File: config.mk
export PLATFORM = sky130hd
export DESIGN_NAME = mpu_load_store_unit
export DESIGN_NICKNAME = d
export VERILOG_FILES = /design/src/rtl/mpu_load_store_unit.sv
export SDC_FILE = /design/constraint.sdc
export NUM_CORES = 1
export LEC_CHECK = 0
export ABC_AREA = 1
export ABC_CLOCK_PERIOD_IN_PS = 2900
export BUFFER_PORTS_ARGS = -buffer_cell sky130_fd_sc_hd__buf_2
export CORE_MARGIN = 4
export CORE_UTILIZATION = 43
export CTS_BUF_LIST = sky130_fd_sc_hd__clkbuf_8 sky130_fd_sc_hd__clkbuf_16
export CTS_CLUSTER_DIAMETER = 120
export CTS_CLUSTER_SIZE = 30
export DETAILED_ROUTE_END_ITERATION = 12
export PLACE_DENSITY = 0.8
export SLEW_MARGIN = 15
export SYNTH_ARGS = -nofsm -noshare
export SYNTH_HDL_FRONTEND = slang
export SYNTH_SLANG_ARGS = --single-unit
File: constraint.sdc
create_clock -name clk -period 2.9 [get_ports clk]
set_clock_uncertainty 0.15 [all_clocks]
set_input_delay 0.29 -clock clk [delete_from_list [all_inputs] [get_ports clk]]
set_output_delay 0.29 -clock clk [all_outputs]
set_load 0.02 [all_outputs]
File: src/rtl/mpu_load_store_unit.sv
// mpu_load_store_unit: responder for MPU matrix load/store streams between memory and the matrix register file.
// Define MPU_LSU_TRANSPOSE_EN to stream stores column-major and report the swapped dimensions.
module mpu_load_store_unit #(
    parameter int M               = 4,
    parameter int N               = 4,
    parameter int MBITS           = $clog2(M),
    parameter int NBITS           = $clog2(N),
    parameter int MATRIX_REG_BITS = 3,
    parameter int FW              = 32
) (
    input  logic                     clk,
    input  logic                     rst,
    input  logic                     load_req,
    input  logic                     store_req,
    input  logic [FW-1:0]            mem_load_element,
    input  logic [MBITS:0]           mem_m_load_size,
    input  logic [NBITS:0]           mem_n_load_size,
    input  logic [MATRIX_REG_BITS:0] mem_load_addr,
    input  logic [MATRIX_REG_BITS:0] mem_store_addr,
    output logic                     mem_load_ack,
    output logic                     mem_load_error,
    output logic                     mem_store_en,
    output logic [FW-1:0]            mem_store_element,
    output logic [MBITS:0]           mem_m_store_size,
    output logic [NBITS:0]           mem_n_store_size,
    output logic                     load_ready,
    output logic                     store_ready,
    output logic                     reg_load_en,
    output logic [MATRIX_REG_BITS:0] reg_load_addr,
    output logic [FW-1:0]            reg_load_element,
    output logic [MBITS:0]           reg_m_load_size,
    output logic [NBITS:0]           reg_n_load_size,
    output logic [MBITS:0]           reg_i_load_loc,
    output logic [NBITS:0]           reg_j_load_loc,
    output logic                     reg_store_en,
    output logic [MATRIX_REG_BITS:0] reg_store_addr,
    output logic [MBITS:0]           reg_i_store_loc,
    output logic [NBITS:0]           reg_j_store_loc,
    input  logic [FW-1:0]            reg_store_element,
    input  logic [MBITS:0]           reg_m_store_size,
    input  logic [NBITS:0]           reg_n_store_size
);
    localparam logic [MBITS:0] M_ONE = (MBITS+1)'(1);
    localparam logic [NBITS:0] N_ONE = (NBITS+1)'(1);
    localparam logic [MBITS:0] M_MAX = (MBITS+1)'(M);
    localparam logic [NBITS:0] N_MAX = (NBITS+1)'(N);

    typedef enum logic [2:0] {
        IDLE, LOAD, LOAD_WAIT, LOAD_ERR, STORE_SIZE, STORE_READ, STORE_DRAIN, STORE_WAIT
    } state_t;

    state_t                   state_q, state_d;
    logic [MBITS:0]           i_q, i_d, load_m_q, load_m_d, store_m_q, store_m_d;
    logic [NBITS:0]           j_q, j_d, load_n_q, load_n_d, store_n_q, store_n_d;
    logic [MATRIX_REG_BITS:0] load_addr_q, load_addr_d, store_addr_q, store_addr_d;
    logic                     reg_load_en_q, reg_load_en_d;
    logic [FW-1:0]            reg_load_element_q, reg_load_element_d;
    logic [MBITS:0]           reg_i_load_loc_q, reg_i_load_loc_d;
    logic [NBITS:0]           reg_j_load_loc_q, reg_j_load_loc_d;
    logic                     rd_vld_q, rd_vld_d;

    logic [MBITS:0] lim_m, ld_i, st_i;
    logic [NBITS:0] lim_n, ld_j, st_j;
    logic           i_last, j_last, last, load_bad;

    // Counters are shared: limits come from whichever transfer is active.
    assign lim_m  = (state_q == STORE_READ) ? store_m_q : load_m_q;
    assign lim_n  = (state_q == STORE_READ) ? store_n_q : load_n_q;
    assign i_last = i_q == lim_m - M_ONE;
    assign j_last = j_q == lim_n - N_ONE;
    assign last   = i_last && j_last;
    assign ld_i   = j_last ? i_q + M_ONE : i_q;
    assign ld_j   = j_last ? '0 : j_q + N_ONE;
`ifdef MPU_LSU_TRANSPOSE_EN
    assign st_i             = i_last ? '0 : i_q + M_ONE;
    assign st_j             = i_last ? j_q + N_ONE : j_q;
    assign mem_m_store_size = store_n_q;
    assign mem_n_store_size = store_m_q;
`else
    assign st_i             = ld_i;
    assign st_j             = ld_j;
    assign mem_m_store_size = store_m_q;
    assign mem_n_store_size = store_n_q;
`endif

    assign load_bad = mem_m_load_size == '0 || mem_n_load_size == '0 ||
                      mem_m_load_size > M_MAX || mem_n_load_size > N_MAX;

    assign load_ready        = state_q == IDLE;
    assign store_ready       = state_q == IDLE;
    assign mem_load_ack      = (state_q == LOAD) && load_req;
    assign mem_load_error    = state_q == LOAD_ERR;
    assign reg_store_en      = state_q == STORE_READ;
    assign reg_i_store_loc   = reg_store_en ? i_q : '0;
    assign reg_j_store_loc   = reg_store_en ? j_q : '0;
    assign reg_store_addr    = store_addr_q;
    assign mem_store_en      = rd_vld_q;
    assign mem_store_element = rd_vld_q ? reg_store_element : '0;
    assign reg_load_en       = reg_load_en_q;
    assign reg_load_addr     = load_addr_q;
    assign reg_load_element  = reg_load_element_q;
    assign reg_m_load_size   = load_m_q;
    assign reg_n_load_size   = load_n_q;
    assign reg_i_load_loc    = reg_i_load_loc_q;
    assign reg_j_load_loc    = reg_j_load_loc_q;

    always_comb begin
        state_d            = state_q;
        i_d                = i_q;
        j_d                = j_q;
        load_m_d           = load_m_q;
        load_n_d           = load_n_q;
        load_addr_d        = load_addr_q;
        store_m_d          = store_m_q;
        store_n_d          = store_n_q;
        store_addr_d       = store_addr_q;
        reg_load_en_d      = mem_load_ack;
        reg_load_element_d = mem_load_ack ? mem_load_element : '0;
        reg_i_load_loc_d   = mem_load_ack ? i_q : '0;
        reg_j_load_loc_d   = mem_load_ack ? j_q : '0;
        rd_vld_d           = reg_store_en;
        case (state_q)
            IDLE: begin
                i_d = '0;
                j_d = '0;
                if (load_req) begin
                    load_m_d    = mem_m_load_size;
                    load_n_d    = mem_n_load_size;
                    load_addr_d = mem_load_addr;
                    state_d     = load_bad ? LOAD_ERR : LOAD;
                end else if (store_req) begin
                    store_addr_d = mem_store_addr;
                    state_d      = STORE_SIZE;
                end
            end
            LOAD: begin
                if (!load_req) begin
                    state_d = IDLE;
                end else if (last) begin
                    state_d = LOAD_WAIT;
                end else begin
                    i_d = ld_i;
                    j_d = ld_j;
                end
            end
            STORE_SIZE: begin
                store_m_d = reg_m_store_size;
                store_n_d = reg_n_store_size;
                state_d   = (reg_m_store_size == '0 || reg_n_store_size == '0) ? STORE_WAIT : STORE_READ;
            end
            STORE_READ: begin
                if (last) begin
                    state_d = STORE_DRAIN;
                end else begin
                    i_d = st_i;
                    j_d = st_j;
                end
            end
            STORE_DRAIN: state_d = STORE_WAIT;
            LOAD_WAIT, LOAD_ERR: state_d = load_req ? state_q : IDLE;
            STORE_WAIT: state_d = store_req ? state_q : IDLE;
            default: state_d = IDLE;
        endcase
    end

    always_ff @(posedge clk) begin
        if (!rst) begin
            state_q            <= IDLE;
            i_q                <= '0;
            j_q                <= '0;
            load_m_q           <= '0;
            load_n_q           <= '0;
            load_addr_q        <= '0;
            store_m_q          <= '0;
            store_n_q          <= '0;
            store_addr_q       <= '0;
            reg_load_en_q      <= 1'b0;
            reg_load_element_q <= '0;
            reg_i_load_loc_q   <= '0;
            reg_j_load_loc_q   <= '0;
            rd_vld_q           <= 1'b0;
        end else begin
            state_q            <= state_d;
            i_q                <= i_d;
            j_q                <= j_d;
            load_m_q           <= load_m_d;
            load_n_q           <= load_n_d;
            load_addr_q        <= load_addr_d;
            store_m_q          <= store_m_d;
            store_n_q          <= store_n_d;
            store_addr_q       <= store_addr_d;
            reg_load_en_q      <= reg_load_en_d;
            reg_load_element_q <= reg_load_element_d;
            reg_i_load_loc_q   <= reg_i_load_loc_d;
            reg_j_load_loc_q   <= reg_j_load_loc_d;
            rd_vld_q           <= rd_vld_d;
        end
    end
endmodule

==> results of run 1 <==
routing by layer:
metal  share of wire, %  wire [um]  GRT usage [%]
met1                 38       3700           22.8
met2                 52       5070           42.3
met4                2.6        255           10.8
met3                8.0        784           4.75
met5                  0          0              0
placed cells by master, fill, tap and decap left out, types with 3 or more instances in the layout:
cell | synthesis | final
buf_2 | 5 | 190
inv_1 | 98 | 98
nor2_1 | 85 | 85
nand2_1 | 81 | 81
dfxtp_1 | 69 | 69
o21ai_0 | 29 | 29
dlygate4sd3_1 | 0 | 22
nand3_1 | 21 | 21
a21oi_1 | 17 | 17
clkbuf_8 | 0 | 10
nand4_1 | 9 | 9
nand3_2 | 7 | 7
nand2_2 | 5 | 5
xor2_1 | 5 | 5
ha_1 | 4 | 4
inv_2 | 3 | 3
nor3_1 | 3 | 3
registers in the layout, indices dropped and copies added (netlist names):
name              flops
reg_j_load_loc        3
mem_store_en          1
mem_m_store_size      3
mem_n_store_size      3
reg_load_element     32
state_q               3
i_q                   3
reg_n_load_size       3
reg_load_en           1
reg_store_addr        4
reg_i_load_loc        3
reg_load_addr         4
reg_m_load_size       3
j_q                   3
synth_stat cells:
cell      instances  area (sq um)
nand3_1          21           105
clkbuf_1          8          30.0
buf_8             1          15.0
buf_2             5          25.0
clkinv_1          2          7.51
o32ai_1           1          8.76
dfxtp_1          69          1380
xor2_1            5          43.8
nor2_1           85           319
nor2_2            1          6.26
inv_2             3          11.3
nor2_4            2          22.5
ha_1              4          50.1
inv_1            98           368
nand2_2           5          31.3
a21oi_1          17          85.1
nand4_1           9          56.3
nor3_1            3          15.0
buf_4             2          15.0
clkbuf_4          1          7.51
nand2_1          81           304
nand3_2           7          70.1
o21ai_2           1          8.76
o21ai_0          29           145
nand3_4           1          17.5
final timing paths:
check                           cells past startpoint  slack (ns)                  end
worst max-delay path                               13        0.30               j_q[1]
worst min-delay path                                3        0.01  reg_load_element[1]
worst max register to register                     13        0.30               j_q[1]
worst min register to register                      2        0.33   reg_m_load_size[1]
final cells by class:
type / instances / area (sq um) / area share [%]
Sequential cell: 69 / 1380 / 30.1
Tap cell: 96 / 120 / 2.61
Clock inverter: 6 / 93.8 / 2.04
Timing Repair Buffer: 214 / 1190 / 25.8
Inverter: 103 / 387 / 8.42
Multi-Input combinational cell: 272 / 1290 / 28.1
Clock buffer: 10 / 138 / 3.00
kinds of logic (layout without fill, tap and decap cells):
| kind of cell | count (synthesis) | after routing | share of synthesized area (%) |
|---|---|---|---|
| AO/OA/AOI/OAI | 48 | 48 | 7.87 |
| XOR/XNOR | 5 | 5 | 1.39 |
| adder cells (fa/ha/maj) | 4 | 4 | 1.59 |
| buffers and inverters | 120 | 333 | 15.2 |
| flip-flops | 69 | 69 | 43.9 |
| AND/OR/NAND/NOR | 215 | 215 | 30.1 |
critical path: stages, from the launching register on:
cell and delay, ns:
dfxtp_1 0.56, nand3_4 0.20, inv_1 0.21, nand2_1 0.12, nand2_1 0.09, ha_1 0.23
xor2_1 0.23, nand3_2 0.11, nor2_2 0.16, nand3_2 0.13, nand3_1 0.13, nand2_1 0.06
nand2_1 0.06, nor2_1 0.04
what timing repair did:
item	4_1_cts	5_1_grt
hold endpoints to repair	22	0
gates resized for setup	0	0
hold buffers	22	0
setup endpoints to repair	0	0
power breakdown:
group          switching (mW)  internal, mW  leakage (nW)
sequential              0.151          1.12         0.562
combinational            1.11         0.583          2.19
clock                   0.392         0.514         0.113
total                    1.65          2.22          2.86
==> out/qor.yml, run 1 <==
run_status:
  status: "finished, final reports clean"
clock_network:
  cts_root_buffer: "clkbuf_8"
  cts_buffer_depth: 2
  clk_pin_slew_ns: 0.08
  htree_levels: 3
  numClockSinks: 69
  post_cts_buffers: 0
  cts_tree: "yes"
  clock_latency_ns: 0.34
  cts_made_buffers: 9
global_routing:
  antenna_found_initial: 0
  grt_pass1_wl_um: 15500
  overflow: 0
  grt_pass1_vias: 3499
  grt_max_degree: 39
  grt_use_total_pct: 22.3
timing:
  setup_tns_ns: 0
  whs_ns: 0.0102
  finalHoldViolCount: 0
  min_period_ns: 2.60
  max_freq_ghz: 0.385
  tightest_slew_ns: 1.11
  setup_viol: 0
  drv_slew: 0
  fin_ws_ns: 0.301
  rsz0062_at_grt: "false"
  slew_headroom_pct: 25.7
  min_period_over_period_pct: 89.6
floorplan:
  rows: 30
  die_w_um: 93.6
  io_pins: 191
  initial_utilization_pct: 45.4
  core_area_sq_um: 6940
  die_h_um: 93.6
  die_area_sq_um: 8760
place:
  routabilityCongestion: 0.882
  io_buffers: 190
  place_area_sq_um: 4140
  dp_slack_ns: 0.374
  dp_cells: 732
  place_hpwl_um: 7390
layout:
  final_cells: 770
  drive_above_1_share_pct: 33.8
  diodes: 0
  stdcell_area_sq_um: 4590
  area_delta_synth_final_pct: 45.9
  post-route-util_pct: 66.2
  fillers: 603
  nets: 761
worst_setup_path:
  cp-startpoint: "state_q[0]"
  crit_path_end_kind: "flop"
  crit_fanout: 10
  crit-reg2reg-launch: "state_q[0]"
  arrival_ns: 2.68
  crit_type: "flop to flop"
  cp.required_ns: 2.98
  critPathLaunchType: "flop"
power_and_ir_drop:
  p_leak_nw: 2.86
  powerDensity_nw_per_um2: 842
  peakVddDrop_v: 0.000595
  power_mw: 3.87
job:
  cap_violations: 0
worst_hold_path:
  hp-start: "mem_load_element[1]"
  hold_class: "input port to flop"
routing:
  drc_errors: 0
  drt_wl_total_um: 9810
  ant_nets: 0
  wl_per_cell_um: 12.7
  num_vias: 3548
  vias_per_cell: 4.61
  drtIter0Drc: 173
  dr.pass1.iters: 5
logic_synthesis:
  ys_warn_count: 0
  synth-seq-area-share_pct: 43.9
  postSynthCellCount: 461
  synth_seq_cells: 69
  syn_area_per_cell_sq_um: 6.83
  synth_area_sq_um: 3150
  syn_nets: 553
  synth.distinct_cells: 25
(Power assumes the default switching activity.)
==> run 2: changes to the inputs <==
--- a/config.mk
+++ b/config.mk
@@ -15,6 +15,7 @@
 export CTS_CLUSTER_SIZE = 30
 export DETAILED_ROUTE_END_ITERATION = 12
 export PLACE_DENSITY = 0.8
+export SETUP_SLACK_MARGIN = 0.5
 export SLEW_MARGIN = 15
 export SYNTH_ARGS = -nofsm -noshare
 export SYNTH_HDL_FRONTEND = slang
==> run 2 against run 1 <==
  * Combinational power rose by 11%
  * First-iteration DRC count increased by 25%
  * Design area grew 3.2%
  * Sequential power about the same
  * Utilization grew 2.1 points
  * Die area is the same
  * Power increased by 5.0%
  * Largest cell class unchanged
  * Highest routed layer unchanged
==> out/qor.yml, run 2 (synthesis gave the netlist of run 1 again) <==
run_status:
  status: "finished, final reports clean"
power_and_ir_drop:
  p_leak_nw: 2.92
  p_int_mw: 2.31
  swShare_pct: 43.1
  powerDensity_nw_per_um2: 857
  switchingPower_mw: 1.75
  combPwrFrac_pct: 46.1
  seqPwrFrac_pct: 31.3
  peakVddDrop_v: 0.000644
  p_clk_share_pct: 22.6
timing:
  drv_slew: 0
  rsz0062_at_grt: "true"
  max_freq_ghz: 0.436
  min_period_over_period_pct: 79.0
  finalHoldViolCount: 0
  setup_viol: 0
  fin_ws_ns: 0.608
  setup_tns_ns: 0
  min_period_ns: 2.29
  slew_headroom_pct: 25.3
  tightest_slew_ns: 1.12
routing:
  drt_wl_total_um: 10600
  vias_per_cell: 4.69
  drc_errors: 0
  num_vias: 3670
  wl_per_cell_um: 13.5
  drtIter0Drc: 216
  ant_nets: 0
  dr.pass1.iters: 5
floorplan:
  die_area_sq_um: 8760
  core_area_sq_um: 6940
  rows: 30
  io_pins: 191
  die_h_um: 93.6
  initial_utilization_pct: 45.4
  die_w_um: 93.6
layout:
  regArea_sq_um: 1390
  post-route-util_pct: 68.3
  multi_input_area_sq_um: 1320
  drive_above_1_share_pct: 35.9
  final_common_cell: "buf_2"
  largest_register_ffs: 32
  diodes: 0
  nets: 773
  area_delta_synth_final_pct: 50.6
  fillers: 577
  final_cell_mix: "buf_2 (190), inv_1 (96), nor2_1 (85)"
  final_cells: 782
worst_hold_path:
  hold_class: "input port to flop"
clock_network:
  numClockSinks: 69
  cts_buffer_depth: 2
  clk_pin_slew_ns: 0.09
  cts_made_buffers: 9
  cts_root_buffer: "clkbuf_8"
  cts_tree: "yes"
  htree_levels: 3
  clock_latency_ns: 0.35
global_routing:
  grt_use_total_pct: 22.5
  overflow: 0
  grt_pass1_vias: 3331
  antenna_found_initial: 0
  grt_pass1_wl_um: 15500
  grt_max_degree: 39
place:
  routabilityCongestion: 0.870
  place_hpwl_um: 7520
  io_buffers: 190
  dp_cells: 732
  dp_slack_ns: 0.345
worst_setup_path:
  worst_path_max_delay_cell: "dfxtp_1"
  reg2reg_slack_ns: 0.61
  cp_slowest_stage_delay_ns: 0.39
  arrival_ns: 2.41
  critPathBufInv: 1
  crit_chain: "nand3_4 > buf_8 > nand2_1 > o21ai_1 > ha_2 > xor2_1 > nand3_2 > nor2_4 > nand2_2 > nand2_2 > nand3_2 > nand2_1 > nand2_1 > nor2_1"
  cp_top_family: "simple AND/OR/NAND/NOR gates"
  cp.required_ns: 3.02
  crit_type: "flop to flop"
  crit_fanout: 9
  critPathLaunchType: "flop"
  crit_path_end_kind: "flop"
  cpMostUsedCell: "nand2_1"
job:
  cap_violations: 0
run 2: final cells by class:
type	count	area share, %
multi-input cells	272	27.9
repair buffers	226	27.2
flip-flops and latches	69	29.3
clock buffers	10	2.90
clock inverters	6	1.98
inverters	103	8.21
well taps	96	2.53
run 2: final timing paths:
check | from | end | cells after the start
worst max-delay path | state_q[2] | state_q[0] | 14
worst min-delay path | mem_load_element[16] | reg_load_element[16] | 3
worst max register to register | state_q[2] | state_q[0] | 14
worst min register to register | reg_m_load_size[1] | reg_m_load_size[1] | 2
run 2: power by group through the flow:
stage / registers, mW / logic (mW) / clock network, mW
floorplan: 1.40 / 1.10 / 0
global placement: 1.28 / 1.61 / 0
detailed placement: 1.29 / 1.67 / 0
CTS: 1.27 / 1.72 / 0.933
global route: 1.29 / 2.07 / 0.968
finish: 1.27 / 1.87 / 0.917
run 2: tightest hold or removal path: cells and delay by family:
kind | cells | cell delay [ns]
buffers and inverters | 2 | 0.13
and+or+nand+nor | 1 | 0.04
run 2: per-stage QoR:
stage | instance area [sq um] | hold slack [ns] | power (mW)
final | 4740 | 0.0126 | 4.06
after global routing | 4740 | 0.00800 | 4.33
after CTS | 4640 | 0.00240 | 3.93
after detailed placement | 4140 | 0.331 | 2.96
after global placement | 4140 | 0.328 | 2.89
after floorplan | 3150 | 0.252 | 2.51
run 2: repair_timing:
action / CTS / global route
pin swaps: 0 / 4
hold buffers: 25 / 0
resized for setup: 3 / 14
hold endpoints to repair: 25 / 0
buffers inserted: 1 / 8
endpoints found under the setup margin: 9 / 9
run 2: metal layers:
metal	track usage, %	vias to the layer above	part of all wire [%]
met4	11.9	0	3.9
met5	0	-	0
met2	42.2	201	51
li1	-	1818	-
met3	5.39	44	8.9
met1	22.6	1607	36
==> run 3: changes to the inputs <==
--- a/config.mk
+++ b/config.mk
@@ -6,7 +6,7 @@
 export NUM_CORES = 1
 export LEC_CHECK = 0
 export ABC_AREA = 1
-export ABC_CLOCK_PERIOD_IN_PS = 2900
+export ABC_CLOCK_PERIOD_IN_PS = 2300
 export BUFFER_PORTS_ARGS = -buffer_cell sky130_fd_sc_hd__buf_2
 export CORE_MARGIN = 4
 export CORE_UTILIZATION = 43
==> constraint.sdc (replaced) <==
create_clock -name clk -period 2.3 [get_ports clk]
set_clock_uncertainty 0.15 [all_clocks]
set_input_delay 0.23 -clock clk [delete_from_list [all_inputs] [get_ports clk]]
set_output_delay 0.23 -clock clk [all_outputs]
set_load 0.02 [all_outputs]
==> run 3 against run 2 <==
  * Critical endpoint is now j_q[2]
  * Maximum frequency down 5.7%
  * Critical path depth decreased by 1
  * Sequential power up 30%
  * Highest routed layer unchanged
  * Power grew 51%
  * The run now ends with setup timing left
  * Hold slack worse by 0.0075 ns
  * Clock power increased by 30%
  * Wire length up 36%
==> out/qor.yml, run 3 (synthesis gave the netlist of run 1 again) <==
layout:
  nets: 812
  stdcell_area_sq_um: 5390
  diodes: 0
  final_common_cell: "buf_2"
  post-route-util_pct: 77.7
  final_cell_mix: "buf_2 (182), inv_1 (91), nor2_1 (73)"
  area_delta_synth_final_pct: 71.3
  largest_register_ffs: 32
  drive_above_1_share_pct: 43.9
place:
  place_hpwl_um: 7700
  place_area_sq_um: 4210
  dp_slack_ns: -0.0646
  routabilityCongestion: 0.971
  io_buffers: 190
worst_setup_path:
  cpMostUsedCell: "nand3_2"
  crit-reg2reg-launch: "state_q[1]"
  crit_fanout: 6
  critPathLaunchType: "flop"
  r2r_end: "j_q[2]"
  critPathBufInv: 2
  crit_path_end_kind: "flop"
  cp_slowest_stage_delay_ns: 0.38
  reg2reg_depth: 13
  reg2reg_slack_ns: -0.13
  cp_top_family: "simple AND/OR/NAND/NOR gates"
  crit_type: "flop to flop"
  cp.required_ns: 2.43
  crit_chain: "inv_8 > nand3_4 > nand2_2 > o21ai_2 > ha_4 > xor2_4 > nand3_2 > nor2_4 > buf_4 > nand3_2 > nand4_1 > nand2_1 > nor2_1"
  arrival_ns: 2.56
  worst_path_max_delay_cell: "dfxtp_4"
floorplan:
  initial_utilization_pct: 45.4
  core_area_sq_um: 6940
  die_area_sq_um: 8760
  die_w_um: 93.6
  die_h_um: 93.6
  rows: 30
  io_pins: 191
routing:
  drc_errors: 0
  vias_per_cell: 5.27
  wl_per_cell_um: 17.5
  ant_nets: 0
  num_vias: 4330
  dr.pass1.iters: 8
  drt_wl_total_um: 14300
  drtIter0Drc: 515
global_routing:
  grt_pass1_vias: 4009
  overflow: 0
  grt_use_total_pct: 27.9
  grt_pass1_wl_um: 19000
  grt_max_degree: 34
  antenna_found_initial: 0
worst_hold_path:
  hp-start: "reg_n_store_size[1]"
  hold_class: "input port to flop"
  holdPathStages: 3
  hold_end: "mem_n_store_size[1]"
timing:
  min_period_over_period_pct: 106
  slew_headroom_pct: 63.7
  fin_ws_ns: -0.129
  tightest_slew_ns: 0.545
  setup_viol: 8
  drv_slew: 0
  rsz0062_at_grt: "true"
  min_period_ns: 2.43
  max_freq_ghz: 0.412
  finalHoldViolCount: 0
power_and_ir_drop:
  powerDensity_nw_per_um2: 1140
  p_leak_nw: 3.14
  peakVddDrop_v: 0.000757
clock_network:
  clock_latency_ns: 0.37
  cts_buffer_depth: 2
  cts_root_buffer: "clkbuf_8"
  htree_levels: 3
  cts_made_buffers: 9
  clk_pin_slew_ns: 0.09
  cts_tree: "yes"
  numClockSinks: 69
run_status:
  status: "complete, but fails checks"
  violations: "setup timing"
job:
  cap_violations: 0
## run 3: through the flow
stage	instances	hold WS (ns)	total power, mW	TNS, ns
2_1_floorplan	461	0.192	3.20	0
3_3_place_gp	739	0.290	3.70	0
3_5_place_dp	739	0.298	3.81	-0.256
4_1_cts	814	0.00110	5.44	0
5_1_grt	821	0.000897	6.38	-1.50
6_report	821	0.00506	6.14	-0.588
## run 3: how the worst max path moves through the flow
| stage | start | end | slack, ns | cells past startpoint |
|---|---|---|---|---|
| global route | state_q[1] | j_q[2] | -0.27 | 17 |
| global placement | state_q[1] | state_q[0] | 0.12 | 15 |
| floorplan | state_q[0] | state_q[0] | 0.10 | 15 |
| detailed placement | state_q[1] | i_q[1] | -0.06 | 16 |
| CTS | state_q[1] | state_q[0] | 0.16 | 15 |
| finish | state_q[1] | j_q[2] | -0.13 | 13 |
## run 3: final cells by class
| cell class | count | area [sq um] |
|---|---|---|
| clock buffers | 9 | 124 |
| inverters | 103 | 405 |
| clock inverters | 7 | 105 |
| well taps | 96 | 120 |
| repair buffers | 264 | 1680 |
| flip-flops and latches | 69 | 1390 |
| multi-input cells | 273 | 1570 |
| fillers | 402 | 1550 |
## run 3: power by group
group	total [mW]	internal [mW]	leakage, nW	switching, mW
sequential	1.65	1.43	0.564	0.221
clock	1.19	0.630	0.113	0.558
combinational	3.30	1.21	2.46	2.08
total	6.14	3.28	3.14	2.86
## run 3: what timing repair did
| item | in CTS | in global routing |
|---|---|---|
| hold buffers | 41 | 0 |
| endpoints found under the hold margin | 41 | 0 |
| pin swaps | 25 | 20 |
| gates cloned | 1 | 0 |
| buffers inserted | 17 | 7 |
| gates resized for setup | 48 | 56 |
| setup endpoints to repair | 19 | 64 |
## run 3: worst min-delay path, cell delays in order
cell     delay [ns]
buf_2          0.10
o21ai_0        0.08
nor2_1         0.08
## run 3: routing by layer
metal  part of all wire, %  up-vias  global-route usage (%)  wire length (um)
met1                    31     1892                    27.9              4440
met5                     0        -                       0                 0
met3                    12      117                    7.56              1780
li1                      -     1902                       -                 -
met2                    50      419                    51.9              7150
met4                   6.8        0                    14.9               972
